`src/rtl/shift_pkg.sv`:
```
// Shared encodings for the universal shift register: step operations and the
// auto-sequencer state.
package shift_pkg;

    localparam logic [2:0] OP_HOLD = 3'b000;
    localparam logic [2:0] OP_SHL  = 3'b001;
    localparam logic [2:0] OP_SHR  = 3'b010;
    localparam logic [2:0] OP_SRA  = 3'b011;
    localparam logic [2:0] OP_ROL  = 3'b100;
    localparam logic [2:0] OP_ROR  = 3'b101;

    typedef enum logic [1:0] {
        ST_IDLE = 2'b00,
        ST_RUN  = 2'b01,
        ST_DONE = 2'b10
    } state_e;

endpackage

```
`src/rtl/shift_step.sv`:
```
// One combinational step of the selected shift/rotate operation.
// Shared by the manual and auto-sequenced paths.
module shift_step
    import shift_pkg::*;
#(
    parameter int N = 8
) (
    input  logic [N-1:0] d_i,
    input  logic [2:0]   op_i,
    input  logic         sin_l_i,
    input  logic         sin_r_i,
    output logic [N-1:0] d_o
);

    always_comb begin
        d_o = d_i;
        case (op_i)
            OP_HOLD: d_o = d_i;
            OP_SHL:  d_o = {d_i[N-2:0], sin_l_i};
            OP_SHR:  d_o = {sin_r_i, d_i[N-1:1]};
            OP_SRA:  d_o = {d_i[N-1], d_i[N-1:1]};
            OP_ROL:  d_o = {d_i[N-2:0], d_i[N-1]};
            OP_ROR:  d_o = {d_i[0], d_i[N-1:1]};
            default: d_o = d_i;  // 110/111 are holds
        endcase
    end

endmodule

```
`src/rtl/shift_register_univ.sv`:
```
// Universal shift register with manual controls and an auto sequencer that
// performs a programmed number of steps and pulses done on completion.
module shift_register_univ
    import shift_pkg::*;
#(
    parameter int N  = 8,
    parameter int CW = 4
) (
    input  logic          clk,
    input  logic          rst,
    input  logic          sin_l,
    input  logic          sin_r,
    input  logic [N-1:0]  parin,
    input  logic          ld,
    input  logic          shift_en,
    input  logic          p1,
    input  logic [2:0]    op,
    input  logic          start,
    input  logic [CW-1:0] cnt,
    output logic [N-1:0]  parout,
    output logic          sout_l,
    output logic          sout_r,
    output logic          busy,
    output logic          done
);

    state_e        state_q, state_d;
    logic [N-1:0]  data_q, data_d;
    logic [CW-1:0] rem_q, rem_d;
    logic [2:0]    op_q, op_d;
    logic [2:0]    step_op;
    logic [N-1:0]  step_data;

    // While running only the latched op is used; live op drives manual steps.
    assign step_op = (state_q == ST_RUN) ? op_q : op;

    shift_step #(.N(N)) u_step (
        .d_i     (data_q),
        .op_i    (step_op),
        .sin_l_i (sin_l),
        .sin_r_i (sin_r),
        .d_o     (step_data)
    );

    always_ff @(posedge clk or posedge rst) begin
        if (rst) begin
            state_q <= ST_IDLE;
            data_q  <= '0;
            rem_q   <= '0;
            op_q    <= OP_HOLD;
        end else begin
            state_q <= state_d;
            data_q  <= data_d;
            rem_q   <= rem_d;
            op_q    <= op_d;
        end
    end

    always_comb begin
        state_d = state_q;
        data_d  = data_q;
        rem_d   = rem_q;
        op_d    = op_q;
        case (state_q)
            ST_IDLE: begin
                if (ld) begin
                    data_d = parin;
                end else if (start) begin
                    op_d    = op;
                    rem_d   = cnt;
                    state_d = (cnt != '0) ? ST_RUN : ST_DONE;
                end else if (shift_en) begin
                    data_d = step_data;
                end else if (p1) begin
                    data_d[0] = 1'b1;
                end
            end
            ST_RUN: begin
                data_d = step_data;
                rem_d  = rem_q - CW'(1);
                if (rem_q == CW'(1)) begin
                    state_d = ST_DONE;
                end
            end
            ST_DONE: begin
                state_d = ST_IDLE;
            end
            default: begin
                state_d = ST_IDLE;
            end
        endcase
    end

    always_comb begin
        busy = (state_q == ST_RUN);
        done = (state_q == ST_DONE);
    end

    assign parout = data_q;
    assign sout_l = data_q[N-1];
    assign sout_r = data_q[0];

endmodule

```
`config.mk`:
```
export PLATFORM = sky130hd
export DESIGN_NAME = shift_register_univ
export DESIGN_NICKNAME = d
export VERILOG_FILES = /design/src/rtl/shift_pkg.sv /design/src/rtl/shift_step.sv /design/src/rtl/shift_register_univ.sv
export SDC_FILE = /design/constraint.sdc
export NUM_CORES = 1
export LEC_CHECK = 0
export ABC_CLOCK_PERIOD_IN_PS = 2500
export BUFFER_PORTS_ARGS = -buffer_cell sky130_fd_sc_hd__buf_2
export CAP_MARGIN = 20
export CELL_PAD_IN_SITES_DETAIL_PLACEMENT = 1
export CELL_PAD_IN_SITES_GLOBAL_PLACEMENT = 2
export CORE_UTILIZATION = 30
export CTS_CLUSTER_SIZE = 14
export DETAILED_ROUTE_END_ITERATION = 10
export PLACE_DENSITY_LB_ADDON = 0.25
export SETUP_SLACK_MARGIN = 0.02
export SLEW_MARGIN = 10
export SYNTH_ARGS = -nofsm -noshare
export SYNTH_HDL_FRONTEND = slang
export SYNTH_HIERARCHICAL = 1
export SYNTH_SLANG_ARGS = --single-unit
```
`constraint.sdc`:
```
create_clock -name clk -period 2.5 [get_ports clk]
set_clock_uncertainty 0.05 [all_clocks]
set_input_delay 0.25 -clock clk [delete_from_list [all_inputs] [get_ports clk]]
set_output_delay 0.25 -clock clk [all_outputs]
set_load 0.02 [all_outputs]
```
==> impl_results.md, run 1 <==
- Mapped Cells: around 160
- DRT iter0 DRCs: 59
- Fin crit share: 89.1%
- Startpoint Class: flop
- End of the critical path: parout[7]$_DFFE_PP0P_
- Status: completed
- Clock tree buffer depth: 2
- Post-synth EDFFs: 0
- Seq cells post-synth: 17
- Worst Setup Path Type: reg2reg
- DR WL/cell: roughly 15 um
- Synth async-reset ratio: 100%
- GRT Util Overall: about 18%
- Die H: 68.8 um
- Initial DRT Pass Iterations: 4
- YS warnings: 6
- TNS Setup: 0 ns
- Max Cap Viol: 0
- Final Core Density: about two fifths
- Register area: around 430 um2
- Worst r2r dst: parout[7]$_DFFE_PP0P_
- Hold Crit Class: in2async
- Final Setup Violations: 0
- Vias in the first global route: between 1000 and 1500
- Critical path fanouts, max: 17
- H-tree depth: 1
- Syn Nets: approximately 180
- Core Rows: 23
- DP HPWL: 2800 um
- Final ANT Viol Nets: 0
- Clock Sinks: 17
- Crit Reg-Reg Startpoint: state_q[1]$_DFFE_PP0P_
- Top-area cell type share of the netlist area: between 30% and 40%
- P_leak: ~0.8 nW
- CP Capture Type: flop
- Largest family of logic cells by synthesized area: multiplexers
- Crit path arrival time: 2.36 ns
- Sequential cell area fraction in the yosys report: between 30% and 40%
- Worst rel slew slack: ~54%
- Mux contribution to synthesized area: about a fifth
- Synth Area in Compound Gates: between 10% and 20%
- Wire length of the first global-routing pass: 6180 um
- Most common cell after layout, fill and taps aside: buf_2
- Peak VDD IR: between 400 and 500 uV
- Commonest non-fill, non-tap cells in the layout: buf_2, nor2_1, mux2i_1
- Cell area power density: between 1500 and 2000 nW/um2
- Cell count after placement: between 200 and 250
- Fmax achieved: 0.449 GHz
- Synth unique cells: 36
- Ranking of synthesized cells by area: dfrtp_1, mux2i_1, nor2_1
- CTS root buf: clkbuf_8
- GRT overflow: 0
- R2R depth: 11
- Avg Cell Area, Syn: between 8 and 9 um2
- WP data required: 2.64 ns
- Die Area: around 4700 um2
- Worst Tran Pin Value: just under 0.7 ns
- Layout area overhead: 17.7%
- Largest net degree at the start of global routing: 18
- Period minus WS final: 2.23 ns
- Via/cell ratio: 5.21
- GP Congestion: 0.727
- Layout Cells excl Fill: 240
- R2R Setup Slk: approximately 0.27 ns
- Final hold viol count: 0
- Synth Area in Simple Gates: between 20% and 30%
- Drt drc: 0
- Diodes inserted: 0
- Synth area leader: dfrtp_1
- Fillers: roughly 520
- Nets: between 200 and 250
- Max Transition Viols Final: 0
- Buffers on Ports: 34
- XOR/XNOR Fraction of Synth Area: 0%
- CP startpoint: state_q[1]$_DFFE_PP0P_
- CTS tree: yes
- CTS Buf Count: 3
- Initial antenna violation count: 0
- Starting Density: between 30 and 40%
- Die width: 68.8 um
- Worst skew pair latency: between 0.2 and 0.3 ns
- Num ports: 35
- Share of cells above drive strength 1: 27.4%
- Multi-input gate area: approximately 800 um2
- Post-CTS setup buffers: 0
- Synthesized area: around 1300 um2
- Synthesized-area fraction occupied by adder cells: under 10%
- Via Count: roughly 1300
- Unrepaired setup endpoints after global routing: false
- Clk pin slew, worst setup/hold paths: around 0.070 ns
- Core area: just over 4000 um2
- Routed WL: approximately 3700 um
- Top_reg_cell synth: dfrtp_1
==> layer usage <==
layer | part of all wire (%) | GRT usage, % | up-vias
met5 | 0 | 0 | -
met4 | 1.4 | 6.12 | 0
met3 | 3.3 | 2.47 | 6
met2 | 46 | 28.9 | 27
met1 | 49 | 24.2 | 599
li1 | - | - | 618
==> what timing repair did <==
action                     4_1_cts  5_1_grt
hold endpoints to repair         0        0
hold buffers                     0        0
resized for setup                0        1
setup endpoints to repair        0        3
==> area by class of cell <==
type / instances / share of cell area [%]
Clock buffer: 4 / 2.85
Multi-Input combinational cell: 123 / 50.8
Timing Repair Buffer: 38 / 13.5
Tap cell: 50 / 3.97
Sequential cell: 17 / 27.0
Inverter: 8 / 1.90
==> Yosys cell counts, types with 2 or more instances <==
library cell and instances:
mux2_4 3, nand2_1 12, a21oi_1 18, inv_1 7, buf_2 4, nor2_1 29
buf_6 2, nand2b_1 2, dfrtp_1 17, o21ai_0 2, nor2b_1 2, o21ai_1 5
a22oi_1 2, ha_1 2, nand3_1 2, nor3_1 8, buf_4 3, mux2i_1 20
==> flip-flops by register name, summed over array words and instances, names as in the netlist <==
| register | flops |
|---|---|
| parout | 8 |
| rem_q | 4 |
| op_q | 3 |
| state_q | 2 |
==> kinds of logic after synthesis <==
| kind of cell | Yosys count |
|---|---|
| muxes | 25 |
| and+or+nand+nor | 61 |
| adders and majority gates | 2 |
| AOI/OAI and AO/OA | 35 |
| DFF | 17 |
| buffers and inverters | 18 |
==> power breakdown <==
part / internal (mW) / switching (mW) / total, mW
combinational: 0.695 / 0.927 / 1.62
sequential: 0.420 / 0.178 / 0.598
clock: 0.113 / 0.100 / 0.213
total: 1.23 / 1.20 / 2.43
==> critical path: stages, from the launching register on <==
cell	delay, ns
dfrtp_1	0.41
nand2b_1	0.23
inv_2	0.15
nand2_1	0.08
nand2_2	0.15
buf_12	0.19
and2b_1	0.20
o32ai_2	0.29
nand3b_1	0.11
nand3_1	0.10
mux2i_1	0.07
a21oi_1	0.15
==> worst min path at each step <==
stage               from                    end  cells past startpoint
floorplan            rst    op_q[0]$_DFFE_PP0P_                      1
global placement     rst   rem_q[3]$_DFFE_PP0P_                      2
detailed placement   rst   rem_q[1]$_DFFE_PP0P_                      2
CTS                  rst  parout[3]$_DFFE_PP0P_                      2
global route         rst  parout[2]$_DFFE_PP0P_                      2
finish               rst  parout[2]$_DFFE_PP0P_                      2
==> through the flow <==
stage	hold slack, ns	instance area [um2]	setup WS [ns]	power, mW
floorplan	0.126	1340	0.525	1.88
CTS	0.0718	1580	0.184	2.46
finish	0.0397	1580	0.272	2.43
global route	0.104	1580	0.0212	2.68
detailed placement	0.360	1530	0.196	2.23
global placement	0.352	1530	0.315	2.15
(Power assumes the default switching activity.)
==> inputs of run 2 (changes only) <==
Settings changed: BUFFER_PORTS_ARGS -buffer_cell sky130_fd_sc_hd__buf_2 to -buffer_cell sky130_fd_sc_hd__clkbuf_2, REMOVE_ABC_BUFFERS set to 1.
==> run 2 against run 1 <==
Against the previous run: design area fell by 0.63%; routed wire length fell by 0.35%; critical path depth did not move; critical endpoint unchanged; highest routed layer unchanged.
==> impl_results.md, run 2 (synthesized netlist as in run 1, its figures left out) <==
- Status: completed
- Clock tree buffer depth: 2
- DP Worst Slack: 0.247 ns
- DP HPWL: 2790 um
- Layout area overhead: 17.0%
- Worst skew pair latency: 0.26 ns
- Max Cap Viol: 0
- Worst Setup Path Type: reg2reg
- Final Setup Violations: 0
- Worst rel slew slack: about half
- P_leak: around 0.78 nW
- Die H: 68.8 um
- Met1 Track Usage GR: ~24%
- Crit path arrival time: approximately 2.4 ns
- Max Transition Viols Final: 0
- Final ANT Viol Nets: 0
- GRT met2 Usage: between 20% and 30%
- Cell area power density: 1550 nW/um2
- CTS tree: yes
- Core Rows: 23
- Diodes inserted: 0
- Nets: approximately 220
- CP Capture Type: flop
- CTS Buf Count: 3
- Clk pin slew, worst setup/hold paths: roughly 0.070 ns
- Post-CTS setup buffers: 0
- GR Util met3: 4.44%
- GRT overflow: 0
- Share of cells above drive strength 1: a little over a quarter
- Worst Tran Pin Value: around 0.73 ns
- Most used routing layer: met2
- Unrepaired setup endpoints after global routing: false
- Drt drc: 0
- Cell Area, Placed: roughly 1500 um2
- Worst setup margin: ~0.23 ns
- Design Area, Final: about 1600 um2
- Hold Crit Class: in2async
- Flip-flop count of the largest register after layout: 8
- Cell count after placement: 235
- GP Congestion: approximately 0.76
- WP data required: ~2.6 ns
- Clock Sinks: 17
- Layout Cells excl Fill: between 200 and 250
- Initial DRT Pass Iterations: 4
- Period minus WS final: 2.27 ns
- Commonest non-fill, non-tap cells in the layout: clkbuf_2, nor2_1, mux2i_1
- Critical path fanouts, max: 19
- Final hold viol count: 0
- Starting Density: between 30% and 40%
- Die width: ~70 um
- Initial antenna violation count: 0
- Resized Gates After CTS: 0
- Core area: 4140 um2
- Via/cell ratio: 5.14
- DR WL/cell: between 15 and 20 um
- Startpoint Class: flop
- Fin crit share: ~91%
- Final Core Density: a little under two fifths
- H-tree depth: 1
- Largest net degree at the start of global routing: 20
- Most common cell after layout, fill and taps aside: clkbuf_2
- CTS root buf: clkbuf_8
- TNS Setup: 0 ns
- Routed WL: between 3000 and 4000 um
- DRT iter0 DRCs: 76
- Buffers on Ports: 34
- Vias in the first global route: around 1300
- GRT Util Overall: between 10% and 20%
- Fmax achieved: roughly 0.44 GHz
- Wire length of the first global-routing pass: around 6000 um
- Die Area: approximately 4700 um2
- Via Count: ~1200
- CTS Hold Bufs: 0
- Peak VDD IR: ~470 uV
- Num ports: 35
-- run 2: cell types whose count changed in the layout (fill, tap and decap cells not counted) --
| cell | before | now |
|---|---|---|
| buf_2 | 34 | 0 |
| buf_4 | 3 | 2 |
| clkbuf_2 | 0 | 34 |
| nand2_1 | 11 | 12 |
| nand2_2 | 2 | 1 |
-- run 2: stage by stage --
step | hold WS, ns | total power, mW
floorplan | 0.126 | 1.74
detailed placement | 0.348 | 2.22
global placement | 0.355 | 2.15
CTS | 0.0649 | 2.45
global route | 0.0985 | 2.67
finish | 0.0384 | 2.43
-- run 2: area by class of cell --
class                      instances  area (um2)
clock buffer                       4        45.0
fill                             525        2580
timing repair buffer              37         205
sequential                        17         425
multi-input combinational        123         800
tap                               50        62.6
inverter                           8        30.0
-- run 2: worst max-delay path, stage by stage (launching register included) --
cell	delay, ns
dfrtp_1	0.41
nand2b_1	0.24
inv_2	0.15
nand2_1	0.07
nand2_1	0.17
buf_12	0.20
and2b_1	0.20
o32ai_2	0.27
nand3b_1	0.11
nand3_1	0.10
mux2i_1	0.08
a21oi_1	0.15
-- run 2: report_power, final --
part | internal, mW | total [mW] | switching [mW]
Combinational | 0.681 | 1.62 | 0.934
Sequential | 0.420 | 0.600 | 0.180
Clock | 0.113 | 0.214 | 0.101
Total | 1.21 | 2.43 | 1.22
-- run 2: final timing paths --
path | from | end | slack (ns) | cells past startpoint
worst max-delay path | state_q[1]$_DFFE_PP0P_ | parout[7]$_DFFE_PP0P_ | 0.23 | 11
worst min-delay path | rst | parout[6]$_DFFE_PP0P_ | 0.04 | 2
worst max register to register | state_q[1]$_DFFE_PP0P_ | parout[7]$_DFFE_PP0P_ | 0.23 | 11
worst min register to register | rem_q[0]$_DFFE_PP0P_ | rem_q[0]$_DFFE_PP0P_ | 0.47 | 1
max in group asynchronous | rst | rem_q[1]$_DFFE_PP0P_ | 1.89 | 2
min in group clk | cnt[2] | rem_q[2]$_DFFE_PP0P_ | 0.19 | 3
-- run 2: layer usage --
layer	part of all wire [%]	up-vias
met2	41	29
met1	54	584
met3	3.9	4
met5	0	-
li1	-	611
met4	1.1	0
==> inputs of run 3 (changes only) <==
Settings changed: ABC_AREA set to 1, CAP_MARGIN 20 to not set, CORE_UTILIZATION 30 to 27, TNS_END_PERCENT set to 50.
==> run 3 against run 2 <==
Against the previous run: flip-flop and latch count unchanged; count of clock-buffer cells in the layout down 1; worst setup slack better by 0.14 ns; clock power up 2%; largest cell class unchanged.
==> impl_results.md, run 3 <==
- Mapped Cells: approximately 200
- R2R Setup Slk: 0.37 ns
- CP Capture Type: flop
- GRT Util Overall: 15.8%
- Via Count: between 1000 and 1500
- Core area: roughly 4500 um2
- CTS tree: yes
- Wire length of the first global-routing pass: ~6300 um
- Period minus WS final: roughly 2.1 ns
- Initial DRT Pass Iterations: 6
- Worst Tran Pin Value: about 0.67 ns
- Clock share of power: roughly 10%
- Die width: ~71 um
- Top-area cell type share of the netlist area: between 30% and 40%
- Final hold viol count: 0
- Post-synth EDFFs: 0
- Synthesized area: around 1300 um2
- Clk pin slew, worst setup/hold paths: about 0.08 ns
- CTS Hold Bufs: 0
- Post-CTS setup buffers: 0
- Layout area overhead: 21.0%
- Crit path arrival time: 2.23 ns
- Max Cap Viol: 0
- Internal: around 1000 uW
- Hold Crit Class: in2async
- Initial antenna violation count: 0
- CTS root buf: clkbuf_8
- Peak VDD IR: 420 uV
- YS warnings: 6
- Fmax achieved: 0.470 GHz
- TNS Setup: 0 ns
- Top_reg_cell synth: dfrtp_1
- Startpoint Class: flop
- Commonest non-fill, non-tap cells in the layout: nand2_1, clkbuf_2, nand3_1
- Fin crit share: a little under nine tenths
- Drt drc: 0
- Sw Pwr: ~1.2 mW
- Max Transition Viols Final: 0
- Most common cell after layout, fill and taps aside: nand2_1
- Final Setup Violations: 0
- Sequential cell area fraction in the yosys report: 33.1%
- DR WL/cell: about 13 um
- GRT overflow: 0
- Final ANT Viol Nets: 0
- Seq cells post-synth: 17
- Worst setup margin: between 0.3 and 0.4 ns
- WP data required: roughly 2.6 ns
- Total Power: 2.19 mW
- Die Area: just over 5000 um2
- Die H: around 71 um
- Comb pwr share: 64.7%
- Largest net degree at the start of global routing: 18
- DRT iter0 DRCs: between 60 and 70
- Avg Cell Area, Syn: about 6.4 um2
- DP Worst Slack: approximately 0.37 ns
- Count leader, synth: nand2_1
- Synth unique cells: 21
- Worst Setup Path Type: reg2reg
- Share of cells above drive strength 1: around a fifth
- Buffers on Ports: 34
- Unrepaired setup endpoints after global routing: false
- Flip-flop count of the largest register after layout: 8
- P_leak: about 0.9 nW
- Sw Share: 54.7%
- Clock Sinks: 17
- Num ports: 35
- Starting Density: ~29%
- Worst rel slew slack: 55.2%
- Most instantiated cells after synthesis: nand2_1, nand3_1, dfrtp_1, inv_1, nor2_1
- DP HPWL: between 2000 and 3000 um
- Synth area leader: dfrtp_1
- Critical path fanouts, max: 9
- Diodes inserted: 0
- Ranking of synthesized cells by area: dfrtp_1, nand2_1, nand3_1
- Sequential power share: about a quarter
- CTS Buf Count: 3
- Vias in the first global route: 1362
- GP Congestion: about 0.71
- Cell area power density: about 1400 nW/um2
- Synth async-reset ratio: 100%
- Resized Gates After CTS: 0
- Nets: between 200 and 300
- H-tree depth: 1
- Status: completed
- Via/cell ratio: approximately 4.8
- Routed WL: 3630 um
- Clock tree buffer depth: 2
- Core Rows: 24
- Worst skew pair latency: 0.26 ns
## run 3: final timing paths
kind	end	from	cells past startpoint
worst max-delay path	parout[0]$_DFFE_PP0P_	state_q[1]$_DFFE_PP0P_	12
worst min-delay path	parout[3]$_DFFE_PP0P_	rst	2
worst max register to register	parout[0]$_DFFE_PP0P_	state_q[1]$_DFFE_PP0P_	12
worst min register to register	op_q[0]$_DFFE_PP0P_	op_q[0]$_DFFE_PP0P_	2
max in group asynchronous	op_q[0]$_DFFE_PP0P_	rst	2
min in group clk	op_q[0]$_DFFE_PP0P_	op[0]	3
## run 3: logic make-up (layout without fill, tap and decap cells)
logic type	after synthesis	in the layout	synth area share (%)
flip-flops	17	17	33.1
AO/OA/AOI/OAI	13	13	6.14
AND/OR/NAND/NOR	144	144	49.9
adder cells (fa/ha/maj)	2	2	1.95
buffers and inverters	26	62	8.87
## run 3: routing by layer
layer | GRT usage [%] | vias to the layer above | share of wire, %
met5 | 0 | - | 0
met4 | 4.00 | 0 | 1.0
met3 | 2.14 | 5 | 2.3
met2 | 26.4 | 18 | 47
met1 | 21.4 | 639 | 50
li1 | - | 721 | -
## run 3: power groups by stage
stage / Combinational [mW] / Clock [mW] / Sequential [mW]
finish: 1.42 / 0.219 / 0.555
detailed placement: 1.43 / 0 / 0.563
CTS: 1.44 / 0.220 / 0.558
global placement: 1.43 / 0 / 0.562
floorplan: 0.949 / 0 / 0.605
global route: 1.64 / 0.235 / 0.577
## run 3: stage by stage
step / instances / hold slack (ns) / area (um2) / utilization [%]
CTS: 290 / 0.0399 / 1550 / 34.7
finish: 290 / 0.00647 / 1550 / 34.7
floorplan: 197 / 0.126 / 1250 / -
global route: 290 / 0.0811 / 1550 / 34.7
global placement: 286 / 0.327 / 1510 / 33.7
detailed placement: 286 / 0.320 / 1510 / 33.7
## run 3: worst max-delay path, stage by stage (launching register included)
cell,delay (ns)
dfrtp_1,0.40
inv_2,0.14
nand2_1,0.14
o21ai_0,0.29
clkinv_1,0.27
nand2_2,0.23
o21ai_4,0.11
nand2_1,0.08
nand3_1,0.07
nand2_1,0.07
nand3_1,0.06
nand2_1,0.06
nand2_1,0.04
## run 3: layout make-up
class / instances / area, um2
fill: 602 / 2920
inverter: 21 / 78.8
timing repair buffer: 37 / 193
clock buffer: 3 / 41.3
tap: 52 / 65.1
multi-input combinational: 159 / 744
clock inverter: 1 / 5.00
sequential: 17 / 425
